[config.mk]
export PLATFORM = sky130hd
export DESIGN_NAME = flops_pipe_elastic
export DESIGN_NICKNAME = d
export VERILOG_FILES = /design/src/rtl/flops_pkg.sv /design/src/rtl/flops_pipe_stage.sv /design/src/rtl/flops_pipe_elastic.sv
export SDC_FILE = /design/constraint.sdc
export NUM_CORES = 1
export LEC_CHECK = 0
export CORE_ASPECT_RATIO = 0.8
export CORE_UTILIZATION = 29
export CTS_CLUSTER_SIZE = 24
export DETAILED_ROUTE_END_ITERATION = 8
export HOLD_SLACK_MARGIN = 0.1
export PLACE_DENSITY_LB_ADDON = 0.3
export SETUP_SLACK_MARGIN = 0.5
export SLEW_MARGIN = 20
export SYNTH_ARGS = -nofsm -noshare
export SYNTH_HDL_FRONTEND = slang
export SYNTH_HIERARCHICAL = 1
export SYNTH_SLANG_ARGS = --single-unit
[constraint.sdc]
create_clock -name clk_2f -period 1.5 [get_ports clk_2f]
set_input_delay 0.3 -clock clk_2f [delete_from_list [all_inputs] [get_ports clk_2f]]
set_output_delay 0.3 -clock clk_2f [all_outputs]
set_load 0.02 [all_outputs]
[src/rtl/flops_pkg.sv]
// flops_pkg: shared constants and stage record type for the elastic flop pipe.
// Optional macro: FLOPS_PARITY_EN adds a parity bit to each stage record.
package flops_pkg;

    localparam int FLOPS_DEF_WIDTH = 32;
    localparam int FLOPS_DEF_DEPTH = 2;

    // Control half of a stage record. The data half is width-parameterised
    // and lives next to it in flops_pipe_stage.
    typedef struct packed {
        logic valid;
`ifdef FLOPS_PARITY_EN
        logic parity;
`endif
    } flops_stage_ctl_t;

endpackage

[src/rtl/flops_pipe_stage.sv]
// flops_pipe_stage: one elastic register stage (valid, data, optional parity).
// Optional macro: FLOPS_PARITY_EN adds up_parity/parity ports and storage.
// Ports:
//   clk_2f, reset_L   clock, asynchronous active-low reset
//   flush             synchronous clear of the valid bit (data holds)
//   load              stage may take the upstream record this cycle
//   up_valid/up_data  upstream record
//   valid/data        registered stage contents
module flops_pipe_stage
    import flops_pkg::*;
#(
    parameter int WIDTH = FLOPS_DEF_WIDTH
) (
    input  logic             clk_2f,
    input  logic             reset_L,
    input  logic             flush,
    input  logic             load,
    input  logic             up_valid,
    input  logic [WIDTH-1:0] up_data,
`ifdef FLOPS_PARITY_EN
    input  logic             up_parity,
    output logic             parity,
`endif
    output logic             valid,
    output logic [WIDTH-1:0] data
);

    typedef struct packed {
        flops_stage_ctl_t ctl;
        logic [WIDTH-1:0] data;
    } stage_t;

    stage_t q;

    always_ff @(posedge clk_2f or negedge reset_L) begin
        if (!reset_L) begin
            q <= '0;
        end else if (flush) begin
            q.ctl.valid <= 1'b0;
        end else if (load) begin
            q.ctl.valid <= up_valid;
            // A bubble moving through leaves the old word in place.
            if (up_valid) begin
                q.data <= up_data;
`ifdef FLOPS_PARITY_EN
                q.ctl.parity <= up_parity;
`endif
            end
        end
    end

    assign valid = q.ctl.valid;
    assign data  = q.data;
`ifdef FLOPS_PARITY_EN
    assign parity = q.ctl.parity;
`endif

endmodule

[src/rtl/flops_pipe_elastic.sv]
// flops_pipe_elastic: DEPTH-stage elastic valid/ready pipeline with bubble
// collapse, synchronous flush and a registered occupancy counter.
// Optional macro: FLOPS_PARITY_EN enables per-stage even parity and parity_err.
// Ports:
//   clk_2f, reset_L        clock, asynchronous active-low reset
//   flush                  clear all stages at the next edge
//   valid_in, data_in      upstream word; ready_out = block can accept
//   valid_out, data_out_Flops  last-stage word; ready_in = downstream accepts
//   occupancy              number of valid stages (registered)
//   parity_err             one-cycle pulse after an emit with bad parity
module flops_pipe_elastic
    import flops_pkg::*;
#(
    parameter  int WIDTH = FLOPS_DEF_WIDTH,
    parameter  int DEPTH = FLOPS_DEF_DEPTH,
    localparam int CW    = $clog2(DEPTH + 1)
) (
    input  logic             clk_2f,
    input  logic             reset_L,
    input  logic             flush,
    input  logic             valid_in,
    input  logic [WIDTH-1:0] data_in,
    output logic             ready_out,
    output logic             valid_out,
    output logic [WIDTH-1:0] data_out_Flops,
    input  logic             ready_in,
    output logic [CW-1:0]    occupancy,
    output logic             parity_err
);

    logic [DEPTH-1:0]            v;
    logic [DEPTH-1:0][WIDTH-1:0] d;
    logic [DEPTH-1:0]            up_v;
    logic [DEPTH-1:0][WIDTH-1:0] up_d;
    logic [DEPTH:0]              rdy;
`ifdef FLOPS_PARITY_EN
    logic [DEPTH-1:0]            p;
    logic [DEPTH-1:0]            up_p;
`endif

    // Ready ripples back from the consumer; an empty stage is always ready,
    // which is what lets bubbles collapse behind a stalled output.
    assign rdy[DEPTH] = ready_in;

    for (genvar i = 0; i < DEPTH; i++) begin : g_stage
        assign rdy[i] = !v[i] || rdy[i+1];

        if (i == 0) begin : g_head
            assign up_v[i] = valid_in;
            assign up_d[i] = data_in;
`ifdef FLOPS_PARITY_EN
            assign up_p[i] = ^data_in;
`endif
        end else begin : g_body
            assign up_v[i] = v[i-1];
            assign up_d[i] = d[i-1];
`ifdef FLOPS_PARITY_EN
            assign up_p[i] = p[i-1];
`endif
        end

        flops_pipe_stage #(.WIDTH(WIDTH)) u_stage (
            .clk_2f   (clk_2f),
            .reset_L  (reset_L),
            .flush    (flush),
            .load     (rdy[i]),
            .up_valid (up_v[i]),
            .up_data  (up_d[i]),
`ifdef FLOPS_PARITY_EN
            .up_parity(up_p[i]),
            .parity   (p[i]),
`endif
            .valid    (v[i]),
            .data     (d[i])
        );
    end

    assign ready_out      = rdy[0];
    assign valid_out      = v[DEPTH-1];
    assign data_out_Flops = d[DEPTH-1];

    logic accept, emit;
    assign accept = valid_in && ready_out;
    assign emit   = valid_out && ready_in;

    // Counter tracks popcount(v): a flush-cycle accept is dropped by the
    // flush itself, so flush simply forces zero.
    always_ff @(posedge clk_2f or negedge reset_L) begin
        if (!reset_L) begin
            occupancy <= '0;
        end else if (flush) begin
            occupancy <= '0;
        end else if (accept && !emit) begin
            occupancy <= occupancy + CW'(1);
        end else if (emit && !accept) begin
            occupancy <= occupancy - CW'(1);
        end
    end

`ifdef FLOPS_PARITY_EN
    // Not gated by flush: an emit in a flush cycle is still delivered.
    always_ff @(posedge clk_2f or negedge reset_L) begin
        if (!reset_L) begin
            parity_err <= 1'b0;
        end else begin
            parity_err <= emit && ((^d[DEPTH-1]) != p[DEPTH-1]);
        end
    end
`else
    assign parity_err = 1'b0;
`endif

endmodule

* After elaboration in Yosys (flattened, before gate mapping)
Cells that the tools add are included.
Operators by class: bitwise operators 1, mux-type cells 9, reductions and logical operators 15, $add $sub $neg 2
Operators with widths (count):
- two-way mux 33 bit | 2
- two-way mux 32 bit | 2
- two-way mux 2 bit | 3
- AND reduction 3 bit | 2
- logical AND 1 bit | 4
- zero test 1 bit | 4
- nonzero test 2 bit | 2
- nonzero test 3 bit | 1
- adder 2 x 1 -> 2 bit (second input constant) | 1
- logical OR 1 bit | 2
- two-way mux 1 bit | 2
- subtractor 2 x 1 -> 2 bit (second input constant) | 1
- inverter 1 bit | 1
Storage, ports and cells: output and inout port bits 37, register bits 68, bits of input ports 37

* Depth between registers and ports, before layout
Gate-level depths: netlist of the first run.
word-level depth 9, depth in mapped cells 4

* Hierarchy
The synthesis of the first run kept the hierarchy.
By module, submodules not included:
- flops_pipe_stage | instances 2, area each 1366.3 µm², cells an instance 71
- flops_pipe_elastic | instances 1, area each 180.2 µm², cells an instance 18

* Worst setup path after synthesis of the first run
OpenSTA, ideal clock, no wires.
path type flip-flop to flip-flop, start register, netlist name g_stage[1].u_stage/valid, end register, netlist name g_stage[0].u_stage/data[0], setup time 0.125 ns, slack -0.162 ns, path buffers 1, data arrival time 1.537 ns, cell stages (with the launch flop) 5, data required time 1.375 ns, path through dfrtp_1 -> nand3b_1 -> nand3b_4 -> buf_6 -> mux2_4
Between the ends: word-level cells in the longest chain between the ends 4
Ends and longest elaborated chain:
- zero test 1 bit | line flops_pipe_elastic.sv:46 | assign rdy[i] = !v[i] || rdy[i+1];
- logical OR 1 bit (2 in a row) | line flops_pipe_elastic.sv:46
- net ready_out | line flops_pipe_elastic.sv:23 | output logic ready_out,
- AND reduction 3 bit (no line)
The timed path passes the listed nets, and every way through them passes these cells. A chain may end at the register's enable or synchronous reset.

* Worst setup path after layout of the first run
start register, netlist name g_stage[1].u_stage/valid, end register, netlist name g_stage[0].u_stage/data[6]
Between the ends: word-level cells in the longest chain between the ends 4
Ends and longest elaborated chain (line):
- zero test 1 bit | flops_pipe_elastic.sv:46
- logical OR 1 bit (2 in a row) | flops_pipe_elastic.sv:46
- AND reduction 3 bit (no line)
No other way between the ends.

==> metrics.yaml, run 1 <==
clock-root-buffer: "clkbuf_16"
yosysSeqAreaShare_pct: 58.4
worst-r2r-cell-count: 5
p_clk_share_pct: 28.0
core_sq_um: 9690
area_growth_pct: 57.7
critical_path.max_fanout: 8
ys_seq_elements: 68
numCtsBuffers: 9
fmaxAchievable_mhz: 686
yosys-top-cells-area: "dfrtp_1, mux2_4, buf_6"
synth_edf_count: 0
mappedNetlistNets: 197
htree_levels: 3
routedWlPerCell_um: 14.5
reg2reg_to: "g_stage[0].u_stage/data[6]"
dieWidth_um: 114
synth.distinct_cells: 23
layout.nets: 325
synth_area_per_cell_sq_um: 18.2
cp.arrival_ns: 1.67
start_kind: "flop"
dr.pass1.iters: 4
worstReg2RegStart: "g_stage[1].u_stage/valid"
pin_count: 74
cpMaxStageDelayCell: "dfrtp_2"
synthesis.yosys.warnings: 6
grtUsageTotal_pct: 12.3
period_share_pct: 97.1
io_buffers: 72
die_area_sq_um: 10500
yosysMostFrequentCell: "dfrtp_1"
cp_cell_sequence: "nand3b_1 -> buf_6 -> nand3b_4 -> clkbuf_16 -> mux2_4"
drive_gt1_share_pct: 58.9
fp.dieH_um: 91.6
ir_drop_mv: 0.584
grt_pass1_wl_mm: 9.50
ant_nets: 0
drc_errors: 0
finalHoldViolations: 0
crit_start: "g_stage[1].u_stage/valid"
row_count: 32
final-setup-viol-count: 0
endpoint_kind: "flop"
maxCapViolations: 0
multi_input_area_sq_um: 1180
crit_required_ns: 1.71
drv_slew: 0
synthCells: 160
fin_crit_ns: 1.46
switchingPower_mw: 1.78
seq_area_sq_um: 1700
async_reset_ff_share_pct: 100
cpPeakStageDelay_ns: 0.42
p_leak_nw: 2.28
cts_buffer_depth: 2
rsz0062_at_grt: "yes"
p_per_area_nw_per_um2: 1430
status: "finished, final reports clean"
gp_congestion: 0.672
netlist.area_leader.share_pct: 58.4
yosysTopAreaCell: "dfrtp_1"
r2r_slack_ns: 0.04
synthFlopType: "dfrtp_1"
grt_max_degree: 69
viasPerCell: 4.20
fillers: 884
crit_type: "reg2reg"
crit_end: "g_stage[0].u_stage/data[6]"
swShare_pct: 27.0
fin_hold_ws_ns: 0.502
first_iter_violations: 52
hpwl_mm: 3.57
cts.clk_slew.worst_paths_ns: 0.06
yosys-top-cells-count: "dfrtp_1, mux2_4, buf_6"
cts_sinks: 68
diodes: 0
p_comb_share_pct: 33.8
cts_tree: "done"
hold_path_class: "reg2reg"
wirelength_mm: 6.19
clk_latency_ns: 0.33
first_global_vias: 1878
fin_ws_ns: 0.0433
fin_skew_ns: 0.00538
overflow: 0
pwr-share-seq_pct: 38.2
via_count: 1798
place_ws_ns: -0.417
intPower_mw: 4.80
initial_core_util_pct: 30.1
antenna_found_initial: 0
syn_area_sq_um: 2910
-- final cells by class --
type                       count  area share, %
clock buffer                  13           5.23
timing repair buffer         124           28.1
multi-input combinational     85           25.7
clock inverter                 2          0.272
tap                          136           3.70
sequential                    68           37.1
-- cell usage in the layout (no fill, tap or decap), drive strengths merged, types with 2 or more instances in the layout --
master	synthesis	layout
buf	7	85
clkbuf	0	16
clkdlybuf4s50	0	33
dfrtp	68	68
dlygate4sd2	0	2
mux2	64	64
mux2i	2	2
nand3b	3	3
nor2	2	2
-- layer usage --
| layer | track usage, % | up-vias | part of all wire [%] |
|---|---|---|---|
| li1 | - | 824 | - |
| met1 | 14.9 | 906 | 45 |
| met2 | 18.5 | 56 | 46 |
| met3 | 5.88 | 12 | 7.8 |
| met4 | 5.19 | 0 | 1.5 |
| met5 | 0 | - | 0 |
-- cell families after synthesis --
group           Yosys count  share of synthesized area (%)
compound gates            5                           1.55
buf+inv                   7                           2.58
flops                    68                           58.4
mux                      66                           33.2
other cells               1                          0.129
simple gates             13                           4.17
-- state kept, by name, indices dropped and copies added, names as in the netlist --
register               count
g_stage.u_stage/valid      2
g_stage.u_stage/data      64
occupancy                  2
-- metrics by stage --
step,cells,util [%],instance area (sq um),power [mW],TNS (ns)
floorplan,160,-,2910,3.46,-1.96
global placement,376,40.3,3900,4.27,-21.48
detailed placement,376,40.3,3900,4.29,-22.11
CTS,416,45.7,4420,6.55,0
global route,428,47.4,4590,6.93,-0.0177
finish,428,47.4,4590,6.58,0
-- power by group through the flow --
stage	combinational, mW	clock (mW)	sequential, mW
2_1_floorplan	0.664	0	2.80
3_3_place_gp	1.77	0	2.50
3_5_place_dp	1.79	0	2.50
4_1_cts	2.12	1.92	2.51
5_1_grt	2.34	2.02	2.56
6_report	2.22	1.84	2.51
-- critical path, delay by kind of cell (launching register included) --
kind,cells,cell delay (ns)
DFF,1,0.42
buffers and inverters,2,0.34
and+or+nand+nor,2,0.29
muxes,1,0.30
-- timing repair --
action,in CTS,in global routing
gates cloned,0,3
resized for setup,225,6
setup buffers,24,9
hold buffers,1,0
endpoints found under the hold margin,68,0
setup endpoints to repair,104,104
pin swaps,7,3
-- worst min path at each step --
| stage | cells after the start | startpoint | end |
|---|---|---|---|
| 2_1_floorplan | 0 | reset_L | g_stage[0].u_stage/data[0] |
| 3_3_place_gp | 2 | reset_L | g_stage[1].u_stage/data[4] |
| 3_5_place_dp | 2 | reset_L | g_stage[1].u_stage/data[4] |
| 4_1_cts | 1 | g_stage[0].u_stage/data[30] | g_stage[1].u_stage/data[30] |
| 5_1_grt | 1 | g_stage[0].u_stage/data[22] | g_stage[0].u_stage/data[22] |
| 6_report | 1 | g_stage[0].u_stage/data[23] | g_stage[1].u_stage/data[23] |
(Power assumes the default switching activity.)
==> inputs of run 2 (changes only) <==
CTS_BUF_LIST = sky130_fd_sc_hd__clkbuf_16   (was default)
==> run 2 against run 1 <==
Worst setup slack improved by 0.0023 ns. Utilization stayed put. Register-to-register slack barely moved. Hold slack improved by 0.00085 ns. Sequential share of layout area did not move. Global-route usage did not move. Combinational power about the same. Wire length about the same. Final cell count stayed put. Die area is the same.
==> metrics.yaml, run 2 (synthesized netlist as in run 1, its figures left out) <==
status: "finished, final reports clean"  # unchanged
maxCapViolations: 0  # unchanged
cts.clk_slew.worst_paths_ns: 0.06  # about the same
cts_sinks: 68  # unchanged
period_share_pct: 97.0  # was 97.1%
cpPeakStageDelay_ns: 0.41  # was 0.42 ns
cpMaxStageDelayCell: "dfrtp_2"  # unchanged
area_growth_pct: 57.7  # unchanged
fin_total_pwr_mw: 6.55  # was 6.58 mW
dr.pass1.iters: 4  # unchanged
fmaxAchievable_mhz: 688  # was 686 MHz
core_sq_um: 9690  # unchanged
critical_path.max_fanout: 8  # unchanged
finalHoldViolations: 0  # unchanged
first_global_vias: 1878  # unchanged
rsz0062_at_grt: "yes"  # unchanged
final_cells: 428  # unchanged
dr_wl_met3_um: 483  # unchanged
largest_reg_flops: 64  # unchanged
fin_skew_ns: 0.00508  # was 0.00538 ns
die_area_sq_um: 10500  # unchanged
crit_required_ns: 1.71  # about the same
initial_core_util_pct: 30.1  # unchanged
pin_count: 74  # unchanged
io_buffers: 72  # unchanged
hpwl_mm: 3.57  # unchanged
setup_tns_ns: 0  # unchanged
largest-register: "g_stage.u_stage/data"  # unchanged
grtUsageTotal_pct: 12.3  # unchanged
numCtsBuffers: 9  # unchanged
dieWidth_um: 114  # unchanged
via_count: 1800  # was 1798
crit_type: "reg2reg"  # unchanged
clock-root-buffer: "clkbuf_16"  # unchanged
antenna_found_initial: 0  # unchanged
cts_tree: "done"  # unchanged
reg_top3: "g_stage.u_stage/data: 64 flops, g_stage.u_stage/valid: 2 flops, occupancy: 2 flops"  # unchanged
post-route-util_pct: 47.4  # unchanged
diodes: 0  # unchanged
drc_errors: 0  # unchanged
grt_max_degree: 69  # unchanged
fp.dieH_um: 91.6  # unchanged
routedWlPerCell_um: 14.5  # about the same
htree_levels: 3  # unchanged
row_count: 32  # unchanged
layout.nets: 325  # unchanged
fin_crit_ns: 1.45  # was 1.46 ns
p_per_area_nw_per_um2: 1430  # about the same
most-common-layout-cells: "dfrtp_1, mux2_4, buf_6, buf_4, clkdlybuf4s50_1"  # unchanged
multi_input_area_sq_um: 1180  # unchanged
start_kind: "flop"  # unchanged
cts_buffer_depth: 2  # unchanged
seq_area_sq_um: 1700  # unchanged
wl_met1_mm: 2.77  # about the same
wirelength_mm: 6.19  # about the same
maxUsedRoutingLayer: "met4"  # unchanged
endpoint_kind: "flop"  # unchanged
fin_ws_ns: 0.0455  # was 0.0433 ns
hold_path_class: "reg2reg"  # unchanged
overflow: 0  # unchanged
fillers: 884  # unchanged
drv_slew: 0  # unchanged
dr_wl_met2_mm: 2.84  # unchanged
ant_nets: 0  # unchanged
first_iter_violations: 58  # was 52
ir_drop_mv: 0.581  # was 0.584 mV
place_ws_ns: -0.417  # unchanged
grt_pass1_wl_mm: 9.50  # unchanged
drive_gt1_share_pct: 58.9  # unchanged
viasPerCell: 4.21  # was 4.20
cp.arrival_ns: 1.66  # was 1.67 ns
p_leak_nw: 2.29  # was 2.28 nW
mostFrequentLayoutCell: "dfrtp_1"  # unchanged
dp.cells: 376  # unchanged
final-setup-viol-count: 0  # unchanged
cp_cell_sequence: "nand3b_1 -> buf_6 -> nand3b_4 -> clkbuf_16 -> mux2_4"  # unchanged
clk_latency_ns: 0.33  # about the same
gp_congestion: 0.672  # unchanged
-- run 2: critical path: cells and delay by family (launching register included) --
kind	cells	cell delay, ns
AND/OR/NAND/NOR	2	0.29
flip-flops	1	0.41
buffers and inverters	2	0.34
multiplexers	1	0.30
-- run 2: timing repair --
action / in CTS / in global routing
pin swaps: 7 / 3
cloned: 0 / 3
hold endpoints to repair: 68 / 0
resized for setup: 225 / 6
setup buffers: 24 / 9
hold buffers: 1 / 0
setup endpoints to repair: 104 / 104
-- run 2: final cells by class --
cell class                 instances  share of cell area, %
clock buffer                       9                   4.90
clock inverter                     6                  0.599
multi-input combinational         85                   25.7
sequential                        68                   37.1
tap                              136                   3.70
timing repair buffer             124                   28.1
-- run 2: layer usage --
layer / global-route usage, % / vias up
met5: 0 / -
met4: 5.19 / 0
met3: 5.88 / 12
met2: 18.5 / 56
met1: 14.9 / 909
li1: - / 823
-- run 2: power by group --
part | switching (mW) | leakage, nW | total [mW] | internal (mW)
Combinational | 0.773 | 1.35 | 2.22 | 1.45
Sequential | 0.271 | 0.808 | 2.51 | 2.24
Clock | 0.732 | 0.136 | 1.81 | 1.08
Total | 1.78 | 2.29 | 6.55 | 4.77
-- run 2: worst paths after layout --
| check | startpoint | endpoint | slack, ns | cells after the start |
|---|---|---|---|---|
| max reg2reg | g_stage[1].u_stage/valid | g_stage[0].u_stage/data[6] | 0.05 | 5 |
| min | g_stage[0].u_stage/data[23] | g_stage[1].u_stage/data[23] | 0.50 | 1 |
| min reg2reg | g_stage[0].u_stage/data[23] | g_stage[1].u_stage/data[23] | 0.50 | 1 |
| max | g_stage[1].u_stage/valid | g_stage[0].u_stage/data[6] | 0.05 | 5 |
| max in group asynchronous | reset_L | g_stage[1].u_stage/data[16] | 0.66 | 3 |
| min in group asynchronous | reset_L | g_stage[1].u_stage/data[4] | 0.54 | 3 |
-- run 2: metrics by stage --
step           hold slack, ns  cell area, sq um
2_1_floorplan         0.00441              2910
3_3_place_gp            0.339              3900
3_5_place_dp            0.343              3900
4_1_cts                 0.507              4420
5_1_grt                 0.522              4590
6_report                0.503              4590
==> inputs of run 3 (changes only) <==
PLACE_DENSITY_LB_ADDON = default   (was 0.3)
clock period = 1.83 ns   (was 1.5 ns; I/O delays follow)
==> run 3 against run 2 <==
Critical path type unchanged. Critical path depth fell by 1. Highest routed layer unchanged. Largest cell class unchanged. Final cell count fell by 7.7%. Sequential share of layout area up 4.8 points. Cell area down 11%. Maximum frequency is 0.64% higher. Clock power shrank 19%. Via count decreased by 9.7%. Non-clock buffer count decreased by 34.
==> metrics.yaml, run 3 (synthesized netlist as in run 1, its figures left out) <==
status: "finished, final reports clean"  # unchanged
fillers: 930  # was 884
fmaxAchievable_mhz: 692  # was 688 MHz
drive_gt1_share_pct: 53.7  # was 58.9%
routedWlPerCell_um: 14.2  # was 14.5 um
endpoint_kind: "flop"  # unchanged
cts_buffer_depth: 2  # unchanged
mostFrequentLayoutCell: "dfrtp_1"  # unchanged
fin_ws_ns: 0.385  # was 0.0455 ns
wirelength_mm: 5.60  # was 6.19 mm
p_leak_nw: 2.04  # was 2.29 nW
ir_drop_mv: 0.674  # was 0.581 mV
final_cell_area_sq_um: 4070  # was 4590 sq um
hold_path_class: "in2reg"  # was reg2reg
crit_type: "reg2reg"  # unchanged
antenna_found_initial: 0  # unchanged
dp.cells: 373  # was 376
first_global_vias: 1752  # was 1878
io_buffers: 72  # unchanged
grt_max_degree: 38  # was 69
reg_top3: "g_stage.u_stage/data: 64 flops, g_stage.u_stage/valid: 2 flops, occupancy: 2 flops"  # unchanged
place_ws_ns: -0.167  # was -0.417 ns
p_per_area_nw_per_um2: 1170  # was 1430 nW/um^2
period_share_pct: 79.0  # was 97.0%
initial_core_util_pct: 30.1  # unchanged
clk_latency_ns: 0.33  # about the same
cts_tree: "done"  # unchanged
swShare_pct: 28.0  # was 27.1%
most-common-layout-cells: "dfrtp_1, mux2_4, buf_2, clkdlybuf4s50_1"  # was dfrtp_1, mux2_4, buf_6, buf_4, clkdlybuf4s50_1
grt_use_met2_pct: 17.4  # was 18.5%
largest-register: "g_stage.u_stage/data"  # unchanged
drc_errors: 0  # unchanged
layout.nets: 291  # was 325
rsz0062_at_grt: "yes"  # unchanged
cp.arrival_ns: 1.71  # was 1.66 ns
viasPerCell: 4.11  # was 4.21
hpwl_mm: 3.67  # was 3.57 mm
use_met1_pct: 14.6  # was 14.9%
r2r_slack_ns: 0.38  # was 0.05 ns
cts.clk_slew.worst_paths_ns: 0.05  # was 0.06 ns
switchingPower_mw: 1.33  # was 1.78 mW
dieWidth_um: 114  # unchanged
final-setup-viol-count: 0  # unchanged
crit_required_ns: 2.10  # was 1.71 ns
cp_cell_sequence: "or3b_1 -> a32oi_2 -> nor4b_2 -> a211o_1"  # was nand3b_1 -> buf_6 -> nand3b_4 -> clkbuf_16 -> mux2_4
die_area_sq_um: 10500  # unchanged
final_cells: 395  # was 428
p_clk_share_pct: 30.8  # was 27.7%
gp_congestion: 0.645  # was 0.672
row_count: 32  # unchanged
critical_path.max_fanout: 4  # was 8
finalHoldViolations: 0  # unchanged
grtUsageMet3_pct: 5.16  # was 5.88%
diodes: 0  # unchanged
maxCapViolations: 0  # unchanged
fp.dieH_um: 91.6  # unchanged
pwr-share-seq_pct: 42.5  # was 38.4%
via_count: 1625  # was 1800
cts_sinks: 68  # unchanged
dr.pass1.iters: 4  # unchanged
clock-root-buffer: "clkbuf_16"  # unchanged
largest_reg_flops: 64  # unchanged
cpMaxStageDelayCell: "dfrtp_2"  # unchanged
grt-busiest-layer: "met2"  # unchanged
fin_crit_ns: 1.45  # about the same
fin_skew_ns: 0.00465  # was 0.00508 ns
grtUsageTotal_pct: 11.7  # was 12.3%
cpPeakStageDelay_ns: 0.42  # was 0.41 ns
numCtsBuffers: 9  # unchanged
grt_pass1_wl_mm: 9.10  # was 9.50 mm
first_iter_violations: 31  # was 58
ant_nets: 0  # unchanged
area_growth_pct: 39.7  # was 57.7%
core_sq_um: 9690  # unchanged
overflow: 0  # unchanged
htree_levels: 3  # unchanged
drv_slew: 0  # unchanged
postPlaceCellArea_sq_um: 3880  # was 3900 sq um
p_comb_share_pct: 26.7  # was 33.9%
intPower_mw: 3.43  # was 4.77 mW
start_kind: "flop"  # unchanged
pin_count: 74  # unchanged
==> run 3: per-layer routing <==
layer  wire (um)  up-vias  part of all wire [%]
met2        2450       51                    44
met4         100        0                   1.8
li1            -      756                     -
met3         362       12                   6.5
met5           0        -                     0
met1        2690      806                    48
==> run 3: cell type report <==
cell class / count / area [sq um] / area share, %
clock buffer: 9 / 225 / 5.54
tap: 136 / 170 / 4.18
sequential: 68 / 1700 / 41.9
multi-input combinational: 85 / 1170 / 28.8
timing repair buffer: 90 / 769 / 18.9
clock inverter: 7 / 28.8 / 0.707
==> run 3: power groups by stage <==
stage	combinational, mW	sequential (mW)	clock, mW
after global routing	1.35	2.07	1.59
after CTS	1.27	2.03	1.53
after detailed placement	1.46	2.06	0
final	1.27	2.02	1.47
after global placement	1.44	2.06	0
after floorplan	0.544	2.30	0
==> run 3: path summary, 6_finish.rpt <==
| path | from | to | depth (start not counted) |
|---|---|---|---|
| worst max-delay path | g_stage[0].u_stage/valid | occupancy[1] | 4 |
| worst min-delay path | flush | g_stage[0].u_stage/valid | 3 |
| worst max register to register | g_stage[0].u_stage/valid | occupancy[1] | 4 |
| worst min register to register | g_stage[1].u_stage/data[31] | g_stage[1].u_stage/data[31] | 1 |
| max in group asynchronous | reset_L | g_stage[1].u_stage/data[18] | 3 |
| min in group asynchronous | reset_L | g_stage[0].u_stage/data[16] | 2 |
==> run 3: metrics by stage <==
step | utilization, % | setup TNS (ns) | hold slack, ns | total power [mW]
floorplan | - | 0 | 0.0704 | 2.84
global placement | 40.0 | -1.85 | 0.342 | 3.50
detailed placement | 40.0 | -2.63 | 0.347 | 3.52
CTS | 41.4 | 0 | 0.504 | 4.83
global route | 42.0 | 0 | 0.437 | 5.01
finish | 42.0 | 0 | 0.414 | 4.76
==> run 3: timing repair <==
item                                   in CTS  in global routing
cloned                                      0                  1
resized for setup                         154                  4
setup buffers                               2                  2
endpoints found under the hold margin      31                  0
pin swaps                                   5                  2
setup endpoints to repair                 102                 68
hold buffers                                1                  0
==> run 3: critical path: cells and delay by family (launching register included) <==
family | cells | cell delay [ns]
flops | 1 | 0.42
simple gates | 2 | 0.61
compound gates | 2 | 0.36
